File: src/rtl/branch_resolve_ctrl_pkg.sv
// Shared types and constants for the branch resolution controller slice.
package branch_resolve_ctrl_pkg;

  localparam int unsigned PC_W = 32;

  typedef enum logic {
    IDLE  = 1'b0,
    FLUSH = 1'b1
  } state_e;

  typedef struct packed {
    logic [PC_W-1:0] pc;
    logic [PC_W-1:0] target;
    logic            taken;
  } upd_entry_t;

  // Fall-through PC; the carry out of bit 31 is discarded.
  function automatic logic [PC_W-1:0] seq_pc(input logic [PC_W-1:0] pc);
    return pc + PC_W'(4);
  endfunction

endpackage

File: src/rtl/branch_resolve_ctrl_if.sv
// EX-side resolution, fetch redirect, predictor update and statistics bundle.
interface branch_resolve_ctrl_if
  import branch_resolve_ctrl_pkg::*;
#(
  parameter int unsigned CNT_W = 16
);

  logic            ex_valid;
  logic            ex_ready;
  logic            ex_taken;
  logic            ex_pred_taken;
  logic [PC_W-1:0] ex_pc;
  logic [PC_W-1:0] ex_target;
  logic [PC_W-1:0] ex_pred_target;

  logic            redirect_valid;
  logic [PC_W-1:0] redirect_pc;
  logic            flush;

  logic            upd_valid;
  logic            upd_ready;
  logic [PC_W-1:0] upd_pc;
  logic [PC_W-1:0] upd_target;
  logic            upd_taken;

  logic [CNT_W-1:0] mispred_cnt;
  logic [CNT_W-1:0] branch_cnt;

  modport slave (
    input  ex_valid, ex_taken, ex_pred_taken, ex_pc, ex_target, ex_pred_target,
    input  upd_ready,
    output ex_ready, redirect_valid, redirect_pc, flush,
    output upd_valid, upd_pc, upd_target, upd_taken,
    output mispred_cnt, branch_cnt
  );

  modport master (
    output ex_valid, ex_taken, ex_pred_taken, ex_pc, ex_target, ex_pred_target,
    output upd_ready,
    input  ex_ready, redirect_valid, redirect_pc, flush,
    input  upd_valid, upd_pc, upd_target, upd_taken,
    input  mispred_cnt, branch_cnt
  );

endinterface

File: src/rtl/branch_resolve_ctrl_upd_fifo.sv
// Synchronous FIFO for predictor training entries; valid/ready read side.
module upd_fifo
  import branch_resolve_ctrl_pkg::*;
#(
  parameter int unsigned DEPTH = 4,
  localparam int unsigned AW   = $clog2(DEPTH),
  localparam int unsigned CW   = AW + 1
) (
  input  logic          clk,
  input  logic          reset,
  input  logic          wr_en_i,
  input  upd_entry_t    wr_data_i,
  output logic          rd_valid_o,
  input  logic          rd_ready_i,
  output upd_entry_t    rd_data_o,
  output logic          full_o,
  output logic [CW-1:0] count_o
);

  upd_entry_t    mem_q [DEPTH];
  logic [AW-1:0] wr_ptr_q;
  logic [AW-1:0] rd_ptr_q;
  logic [CW-1:0] count_q;
  logic          push;
  logic          pop;

  assign full_o     = (count_q == CW'(DEPTH));
  assign rd_valid_o = (count_q != '0);
  assign rd_data_o  = mem_q[rd_ptr_q];
  assign count_o    = count_q;

  // No pass-through: a full FIFO refuses writes even while it is being read.
  assign push = wr_en_i & ~full_o;
  assign pop  = rd_valid_o & rd_ready_i;

  always_ff @(posedge clk) begin
    if (reset) begin
      wr_ptr_q <= '0;
      rd_ptr_q <= '0;
      count_q  <= '0;
      for (int unsigned i = 0; i < DEPTH; i++) begin
        mem_q[i] <= '0;
      end
    end else begin
      if (push) begin
        mem_q[wr_ptr_q] <= wr_data_i;
        wr_ptr_q        <= wr_ptr_q + AW'(1);
      end
      if (pop) begin
        rd_ptr_q <= rd_ptr_q + AW'(1);
      end
      case ({push, pop})
        2'b10:   count_q <= count_q + CW'(1);
        2'b01:   count_q <= count_q - CW'(1);
        default: count_q <= count_q;
      endcase
    end
  end

endmodule

File: src/rtl/branch_resolve_ctrl.sv
// Classifies resolved branches, issues redirect + timed flush, queues predictor training.
module branch_resolve_ctrl
  import branch_resolve_ctrl_pkg::*;
#(
  parameter int unsigned FLUSH_CYCLES = 2,
  parameter int unsigned UPD_DEPTH    = 4,
  parameter int unsigned CNT_W        = 16
) (
  input  logic                 clk,
  input  logic                 reset,
  branch_resolve_ctrl_if.slave bus
);

  localparam int unsigned FL_W = $clog2(FLUSH_CYCLES + 1);
  localparam int unsigned CW   = $clog2(UPD_DEPTH) + 1;

  state_e           state_q;
  logic [FL_W-1:0]  fl_cnt_q;
  logic             redirect_valid_q;
  logic [PC_W-1:0]  redirect_pc_q;
  logic             flush_q;
  logic [CNT_W-1:0] mispred_cnt_q;
  logic [CNT_W-1:0] branch_cnt_q;

  logic             fifo_full;
  logic [CW-1:0]    fifo_count;
  upd_entry_t       fifo_head;
  upd_entry_t       fifo_wr_data;
  logic             ex_ready;
  logic             accept;
  logic             mispred_d;
  logic [PC_W-1:0]  redirect_pc_d;

  assign ex_ready = (state_q == FLUSH) ? 1'b1 : (fifo_count < CW'(UPD_DEPTH));
  assign accept   = bus.ex_valid & ex_ready & (state_q == IDLE);

  always_comb begin
    mispred_d     = 1'b0;
    redirect_pc_d = bus.ex_target;
    case ({bus.ex_pred_taken, bus.ex_taken})
      2'b01: mispred_d = 1'b1;
      2'b10: begin
        mispred_d     = 1'b1;
        redirect_pc_d = seq_pc(bus.ex_pc);
      end
      2'b11:   mispred_d = (bus.ex_pred_target != bus.ex_target);
      default: mispred_d = 1'b0;
    endcase
  end

  always_ff @(posedge clk) begin
    if (reset) begin
      state_q          <= IDLE;
      fl_cnt_q         <= '0;
      redirect_valid_q <= 1'b0;
      redirect_pc_q    <= '0;
      flush_q          <= 1'b0;
    end else begin
      redirect_valid_q <= 1'b0;
      case (state_q)
        IDLE: begin
          if (accept && mispred_d) begin
            state_q          <= FLUSH;
            fl_cnt_q         <= FL_W'(FLUSH_CYCLES - 1);
            redirect_valid_q <= 1'b1;
            redirect_pc_q    <= redirect_pc_d;
            flush_q          <= 1'b1;
          end
        end
        FLUSH: begin
          if (fl_cnt_q == '0) begin
            state_q <= IDLE;
            flush_q <= 1'b0;
          end else begin
            fl_cnt_q <= fl_cnt_q - FL_W'(1);
          end
        end
        default: state_q <= IDLE;
      endcase
    end
  end

  always_ff @(posedge clk) begin
    if (reset) begin
      branch_cnt_q  <= '0;
      mispred_cnt_q <= '0;
    end else begin
      if (accept && (branch_cnt_q != '1)) begin
        branch_cnt_q <= branch_cnt_q + CNT_W'(1);
      end
      if (accept && mispred_d && (mispred_cnt_q != '1)) begin
        mispred_cnt_q <= mispred_cnt_q + CNT_W'(1);
      end
    end
  end

  assign fifo_wr_data = '{pc: bus.ex_pc, target: bus.ex_target, taken: bus.ex_taken};

  upd_fifo #(
    .DEPTH (UPD_DEPTH)
  ) u_upd_fifo (
    .clk        (clk),
    .reset      (reset),
    .wr_en_i    (accept & ~fifo_full),
    .wr_data_i  (fifo_wr_data),
    .rd_valid_o (bus.upd_valid),
    .rd_ready_i (bus.upd_ready),
    .rd_data_o  (fifo_head),
    .full_o     (fifo_full),
    .count_o    (fifo_count)
  );

  assign bus.ex_ready       = ex_ready;
  assign bus.redirect_valid = redirect_valid_q;
  assign bus.redirect_pc    = redirect_pc_q;
  assign bus.flush          = flush_q;
  assign bus.upd_pc         = fifo_head.pc;
  assign bus.upd_target     = fifo_head.target;
  assign bus.upd_taken      = fifo_head.taken;
  assign bus.mispred_cnt    = mispred_cnt_q;
  assign bus.branch_cnt     = branch_cnt_q;

endmodule

File: src/flat_wrapper.sv
// flat-port wrapper written by rule: the top's interface ports become plain ports
module branch_resolve_ctrl_flat import branch_resolve_ctrl_pkg::*;
#(
  parameter int unsigned FLUSH_CYCLES = 2,
  parameter int unsigned UPD_DEPTH    = 4,
  parameter int unsigned CNT_W        = 16
)
  (clk, reset, bus_ex_valid, bus_ex_taken, bus_ex_pred_taken, bus_ex_pc, bus_ex_target, bus_ex_pred_target, bus_upd_ready, bus_ex_ready, bus_redirect_valid, bus_redirect_pc, bus_flush, bus_upd_valid, bus_upd_pc, bus_upd_target, bus_upd_taken, bus_mispred_cnt, bus_branch_cnt);
  branch_resolve_ctrl_if #(.CNT_W(CNT_W)) bus_i ();
  input  logic clk;
  input  logic reset;
  input wire logic [$bits(bus_i.ex_valid)-1:0] bus_ex_valid;
  input wire logic [$bits(bus_i.ex_taken)-1:0] bus_ex_taken;
  input wire logic [$bits(bus_i.ex_pred_taken)-1:0] bus_ex_pred_taken;
  input wire logic [$bits(bus_i.ex_pc)-1:0] bus_ex_pc;
  input wire logic [$bits(bus_i.ex_target)-1:0] bus_ex_target;
  input wire logic [$bits(bus_i.ex_pred_target)-1:0] bus_ex_pred_target;
  input wire logic [$bits(bus_i.upd_ready)-1:0] bus_upd_ready;
  output wire logic [$bits(bus_i.ex_ready)-1:0] bus_ex_ready;
  output wire logic [$bits(bus_i.redirect_valid)-1:0] bus_redirect_valid;
  output wire logic [$bits(bus_i.redirect_pc)-1:0] bus_redirect_pc;
  output wire logic [$bits(bus_i.flush)-1:0] bus_flush;
  output wire logic [$bits(bus_i.upd_valid)-1:0] bus_upd_valid;
  output wire logic [$bits(bus_i.upd_pc)-1:0] bus_upd_pc;
  output wire logic [$bits(bus_i.upd_target)-1:0] bus_upd_target;
  output wire logic [$bits(bus_i.upd_taken)-1:0] bus_upd_taken;
  output wire logic [$bits(bus_i.mispred_cnt)-1:0] bus_mispred_cnt;
  output wire logic [$bits(bus_i.branch_cnt)-1:0] bus_branch_cnt;
  assign bus_i.ex_valid = bus_ex_valid;
  assign bus_i.ex_taken = bus_ex_taken;
  assign bus_i.ex_pred_taken = bus_ex_pred_taken;
  assign bus_i.ex_pc = bus_ex_pc;
  assign bus_i.ex_target = bus_ex_target;
  assign bus_i.ex_pred_target = bus_ex_pred_target;
  assign bus_i.upd_ready = bus_upd_ready;
  assign bus_ex_ready = bus_i.ex_ready;
  assign bus_redirect_valid = bus_i.redirect_valid;
  assign bus_redirect_pc = bus_i.redirect_pc;
  assign bus_flush = bus_i.flush;
  assign bus_upd_valid = bus_i.upd_valid;
  assign bus_upd_pc = bus_i.upd_pc;
  assign bus_upd_target = bus_i.upd_target;
  assign bus_upd_taken = bus_i.upd_taken;
  assign bus_mispred_cnt = bus_i.mispred_cnt;
  assign bus_branch_cnt = bus_i.branch_cnt;
  branch_resolve_ctrl #(.FLUSH_CYCLES(FLUSH_CYCLES), .UPD_DEPTH(UPD_DEPTH), .CNT_W(CNT_W)) u_core (.clk(clk), .reset(reset), .bus(bus_i));
endmodule
File: config.mk
export PLATFORM = sky130hd
export DESIGN_NAME = branch_resolve_ctrl_flat
export DESIGN_NICKNAME = d
export VERILOG_FILES = /design/src/rtl/branch_resolve_ctrl_pkg.sv /design/src/rtl/branch_resolve_ctrl_if.sv /design/src/rtl/branch_resolve_ctrl_upd_fifo.sv /design/src/rtl/branch_resolve_ctrl.sv /design/src/flat_wrapper.sv
export SDC_FILE = /design/constraint.sdc
export NUM_CORES = 1
export LEC_CHECK = 0
export CAP_MARGIN = 20
export CORE_UTILIZATION = 45
export CTS_CLUSTER_SIZE = 30
export DETAILED_ROUTE_END_ITERATION = 12
export MAX_ROUTING_LAYER = met4
export PLACE_DENSITY = 0.68
export SLEW_MARGIN = 40
export SYNTH_ARGS = -nofsm -noshare
export SYNTH_HDL_FRONTEND = slang
export SYNTH_HIERARCHICAL = 1
export SYNTH_SLANG_ARGS = --single-unit
export TNS_END_PERCENT = 100
File: constraint.sdc
create_clock -name clk -period 19.9 [get_ports clk]
set_input_delay 5.97 -clock clk [delete_from_list [all_inputs] [get_ports clk]]
set_output_delay 5.97 -clock clk [all_outputs]
set_load 0.03 [all_outputs]
==> run metrics, run 1 <==
hold slack 465 ps; number of enable flip-flop cells after synthesis 260; vias in the first global route 10311; Area Growth Syn to Fin 23.6%; cts-stage hold buffer count 0; Slew HR 47.8%; Nets 1522; global-route usage over all layers 24.1%; predominant post-synthesis flop cell edfxtp_1; Cell variety after synth 60; CP max FO 34; Post-CTS Setup Bufs 0; Initial Utilization 46.0%; Yosys top cell by area edfxtp_1; H-tree depth 2; clk slew on worst S/H paths 60 ps; total wire length 42.5 mm; cell area after synthesis 16000 um2; share of layout cells above drive strength 1 11.1%; crit path DAT 3300 ps; multiplexer share of the synthesized area 9.75%; Ys Warns 6; P_leak 6.92 nW; via count 10615; async set-reset flop share out of synthesis 0%; Syn Inst Count 1194; commonest non-fill, non-tap cell in the layout and2_1; Ports 235; Pre-antenna DRT Iters 5; Req. time, crit path 13930 ps; Simple-Gate Fraction of Synth Area 18.2%; CP Launch Type flop; die area 36300 um2; Compound-Gate Fraction of Synth Area 5.15%; count of max-cap constraint violations 0; status finished, final reports clean; Slew @ Worst Pin 782 ps; Seq/Total Area, Yosys 58.6%; I/O Buffers 234; Post-Synth XOR/XNOR Area 4.22%; clk_skew 15.6 ps; first-pass GRT wire length 63.4 mm; CTS tree built; Setup CP Type reg2out; root buffer cell clkbuf_16; fin crit share 46.6%; Hold Crit Class reg2reg; initial antenna violation count 1; CP endpoint kind primary output; post-synth top area share 48.9%; RSZ-0062 raised after global routing false; Avg Cell Area, Syn 13.4 um2; DRC viols 0; DR iter-0 viols 777; total gr overflow 0; Tmin final 9270 ps; TritonCTS buffer count 37; clk_lat worst skew 520 ps; most frequent cells in the layout and2_1 (265), edfxtp_1 (260), clkdlybuf4s50_1 (233), dfxtp_1 (76), mux4_2 (65); largest net degree at the start of global routing 77; Via density 5.61; DIE WIDTH 190 um; Post-DRT Antenna Nets 0; Hold Violations, Final 0; final slew viol count 0; Post-Syn Nets 1305; largest family of logic cells by synthesized area simple AND/OR/NAND/NOR gates; Core Area 34700 um2; setup_tns 0 ps; Longest Clk Path Bufs 3; peak supply drop 0.0000691 V; Seq cells post-synth 338; synth top area cells edfxtp_1 (49%), and2_1 (10%), dfxtp_1 (9.8%); routed len/inst 22.4 um; Die Ht 190 um; PwrDens 115 nW/um2; DP HPWL 26.9 mm; fmax 0.108 GHz; final setup vio count 0; gpl congestion 0.832; clock sink total 338; Synth Area in Adders 0.752%; CTS resizes 0; num rows 68
==> registers in the layout, indices dropped and copies added, names as in the netlist, named ones only <==
register                    flops
u_core/u_upd_fifo/count_o       3
u_core/fl_cnt_q                 2
u_core/bus.mispred_cnt         16
u_core/u_upd_fifo/mem_q       260
u_core/bus.flush                1
u_core/bus.redirect_pc         32
u_core/bus.branch_cnt          16
u_core/u_upd_fifo/rd_ptr_q      2
u_core/bus.redirect_valid       1
u_core/u_upd_fifo/wr_ptr_q      2
u_core/state_q                  1
==> metal layers <==
metal  vias to the layer above  GRT usage [%]  part of all wire (%)
li1                       4851              -                     -
met1                      5277           31.3                    41
met2                       427           37.1                    48
met3                        60           6.16                   8.7
met4                         0           7.38                   2.7
met5                         -              -                     0
==> cells in the mapped netlist (all sizes together) (7+ instances only) <==
library cell,number
a21oi,43
a221o,14
and2,265
and3,7
and4,8
buf,39
clkbuf,36
dfxtp,78
edfxtp,260
ha,8
inv,15
mux4,65
nand2,34
nand3,43
nand4,24
nor2,48
nor3,10
nor4,20
o21ai,17
o221ai,11
or3,10
xnor2,17
xor2,60
==> cell type report <==
| type | count | area [um2] |
|---|---|---|
| Fill cell | 2870 | 15000 |
| Timing Repair Buffer | 253 | 2500 |
| Clock buffer | 53 | 1050 |
| Clock inverter | 12 | 61.3 |
| Tap cell | 455 | 569 |
| Inverter | 15 | 56.3 |
| Multi-Input combinational cell | 766 | 6140 |
| Sequential cell | 338 | 9370 |
| Antenna cell | 1 | 2.50 |
==> metrics by stage <==
| step | instance area, um2 | setup WS (ps) | util [%] | instances | power, mW |
|---|---|---|---|---|---|
| finish | 19800 | 10630 | 56.9 | 1893 | 2.27 |
| global route | 19800 | 10410 | 56.9 | 1893 | 2.36 |
| CTS | 19700 | 10500 | 56.9 | 1892 | 2.29 |
| detailed placement | 18600 | 10560 | 53.7 | 1827 | 1.66 |
| global placement | 18600 | 10380 | 53.6 | 1827 | 1.65 |
| floorplan | 16000 | 7820 | - | 1194 | 1.39 |
==> kinds of logic (layout without fill, tap and decap cells) <==
logic type	count (synthesis)	after routing
simple gates	488	488
flops	338	338
compound gates	118	118
buf+inv	90	333
xor+xnor	77	77
mux	74	74
fa+ha+maj	9	9
other cells	0	1
==> report_power, final <==
part	internal [mW]	total, mW	switching (mW)
sequential	0.882	0.936	0.0544
combinational	0.306	0.699	0.394
clock	0.367	0.634	0.267
==> worst max-delay path: stages (launching register included) <==
cell and delay, ps:
dfxtp_4 780, buf_4 710, mux4_2 650, clkdlybuf4s50_1 620
==> final timing paths <==
path	cells past startpoint	startpoint	slack (ps)	end
setup / recovery	3	flop	10630	bus_upd_target[8]
hold / removal	2	u_core/bus.flush$_SDFFE_PP0P_	470	u_core/bus.flush$_SDFFE_PP0P_
setup reg to reg	7	u_core/state_q$_SDFF_PP0_	16550	u_core/u_upd_fifo/mem_q[0][4]$_SDFFCE_PN0P_
hold reg to reg	2	u_core/bus.flush$_SDFFE_PP0P_	470	u_core/bus.flush$_SDFFE_PP0P_
(Power assumes the default switching activity.)
==> run 2, diff against run 1 <==
--- a/config.mk
+++ b/config.mk
@@ -10,7 +10,7 @@
 export CTS_CLUSTER_SIZE = 30
 export DETAILED_ROUTE_END_ITERATION = 12
 export MAX_ROUTING_LAYER = met4
-export PLACE_DENSITY = 0.68
+export PLACE_DENSITY = 0.71
 export SLEW_MARGIN = 40
 export SYNTH_ARGS = -nofsm -noshare
 export SYNTH_HDL_FRONTEND = slang
==> constraint.sdc (replaced) <==
create_clock -name clk -period 7.6 [get_ports clk]
set_input_delay 2.28 -clock clk [delete_from_list [all_inputs] [get_ports clk]]
set_output_delay 2.28 -clock clk [all_outputs]
set_load 0.03 [all_outputs]
==> run 2 against run 1 <==
Against the previous run:
- via count fell by 0.74%
- register-to-register slack worse by 12000 ps
- non-clock buffer count up 1
- final cell count increased by 0.21%
- sequential power increased to 2.6 times the previous value
- global-route usage is essentially flat
- worst setup slack got worse by 8200 ps
- die area did not move
- wire length fell by 0.62%
- critical path depth did not move
- power grew to 2.7 times the previous value
- critical path type unchanged
==> run metrics, run 2 (synthesis results as in run 1) <==
status finished, final reports clean; DRC viols 0; reg2reg path depth 6; clk_lat worst skew 520 ps; RSZ-0062 raised after global routing false; DR iter-0 viols 803; PwrDens 308 nW/um2; final slew viol count 0; initial antenna violation count 1; CTS tree built; commonest non-fill, non-tap cell in the layout and2_1; root buffer cell clkbuf_16; CP Launch Type flop; placed inst area 18600 um2; Post-CTS Setup Bufs 0; cts-stage hold buffer count 0; fmax 0.195 GHz; final setup vio count 0; Tmin final 5120 ps; P_leak 6.98 nW; Slew @ Worst Pin 821 ps; DIE WIDTH 190 um; Nets 1523; num rows 68; crit path DAT 2840 ps; largest net degree at the start of global routing 67; CP max FO 36; count of max-cap constraint violations 0; peak supply drop 0.000193 V; clock sink total 338; clk slew on worst S/H paths 60 ps; Largest register FFs 260; fin crit share 67.3%; Post-DRT Antenna Nets 0; H-tree depth 2; clk_skew 15.0 ps; CTS resizes 0; DP Worst Slack 2100 ps; die area 36300 um2; Ports 235; vias in the first global route 10539; routed len/inst 22.3 um; Core Area 34700 um2; CP endpoint kind primary output; Req. time, crit path 5320 ps; Die Ht 190 um; DP HPWL 27.4 mm; share of layout cells above drive strength 1 11.2%; reg2reg setup slack 4430 ps; gpl congestion 0.863; Hold Violations, Final 0; hold path start u_core/bus.redirect_pc[14]$_SDFFE_PP0P_; total wire length 42.2 mm; via count 10536; Crit Reg-Reg Startpoint u_core/state_q$_SDFF_PP0_; Pwr Total 6.12 mW; Setup CP Type reg2out; Initial Utilization 46.0%; PnR worst setup slack 2480 ps; Longest Clk Path Bufs 3; Area Growth Syn to Fin 24.4%; most frequent cells in the layout and2_1 (265), edfxtp_1 (260), clkdlybuf4s50_1 (233), dfxtp_1 (76), mux4_2 (65); Biggest register u_core/u_upd_fifo/mem_q; total gr overflow 0; Finished Cell Area 19900 um2; I/O Buffers 234; Hold Crit Class reg2reg; Slew HR 45.2%; TritonCTS buffer count 37; first-pass GRT wire length 63.5 mm; Min-Delay Endpoint u_core/bus.redirect_pc[14]$_SDFFE_PP0P_; WHS Path Cells 2; global-route usage over all layers 24.1%; Critical R2R Capture u_core/u_upd_fifo/mem_q[0][38]$_SDFFCE_PN0P_; Via density 5.55; setup_tns 0 ps; Pre-antenna DRT Iters 5
## run 2: cell types whose count changed in the layout (fill, tap and decap cells not counted), sizes merged
cell	change
buf	+1
clkinvlp	-1
bufinv	+5
clkinv	-1
## run 2: metal layers
metal / track usage (%) / part of all wire [%] / vias up / wire length, um
met3: 5.98 / 7.7 / 66 / 3240
met5: - / 0 / - / 0
met4: 7.32 / 2.8 / 0 / 1190
met1: 30.1 / 41 / 5249 / 17300
li1: - / - / 4861 / -
met2: 38.5 / 49 / 360 / 20500
## run 2: worst max-delay path: stages (launching register included)
cell and delay [ps]:
dfxtp_4 640, buf_4 580, mux4_2 440, clkdlybuf4s50_1 630
## run 2: layout make-up
type	instances	area, um2
multi-input cells	766	6140
repair buffers	254	2490
fillers	2816	14800
flip-flops and latches	338	9380
well taps	455	569
inverters	15	56.3
clock inverters	15	203
diodes	1	2.50
clock buffers	53	1040
## run 2: worst max-delay path by stage
stage / end / slack (ps) / cells past startpoint
after floorplan: u_core/u_upd_fifo/mem_q[2][0]$_SDFFCE_PN0P_ / 1230 / 4
after global placement: u_core/u_upd_fifo/mem_q[0][38]$_SDFFCE_PN0P_ / 2190 / 7
after detailed placement: u_core/u_upd_fifo/mem_q[0][45]$_SDFFCE_PN0P_ / 2100 / 7
after CTS: bus_upd_target[8] / 2410 / 3
after global routing: bus_upd_target[8] / 2350 / 3
final: bus_upd_target[8] / 2480 / 3
## run 2: stage by stage
step	instances	util [%]	hold WS [ps]
after floorplan	1194	-	485
after global routing	1897	57.3	484
after detailed placement	1828	53.7	459
final	1897	57.3	462
after global placement	1827	53.6	449
after CTS	1896	57.3	463
## run 2: power breakdown
part	switching (mW)	internal [mW]	leakage [nW]
logic	1.05	0.802	3.04
registers	0.124	2.31	3.34
clock network	0.713	1.12	0.604
total	1.89	4.24	6.98
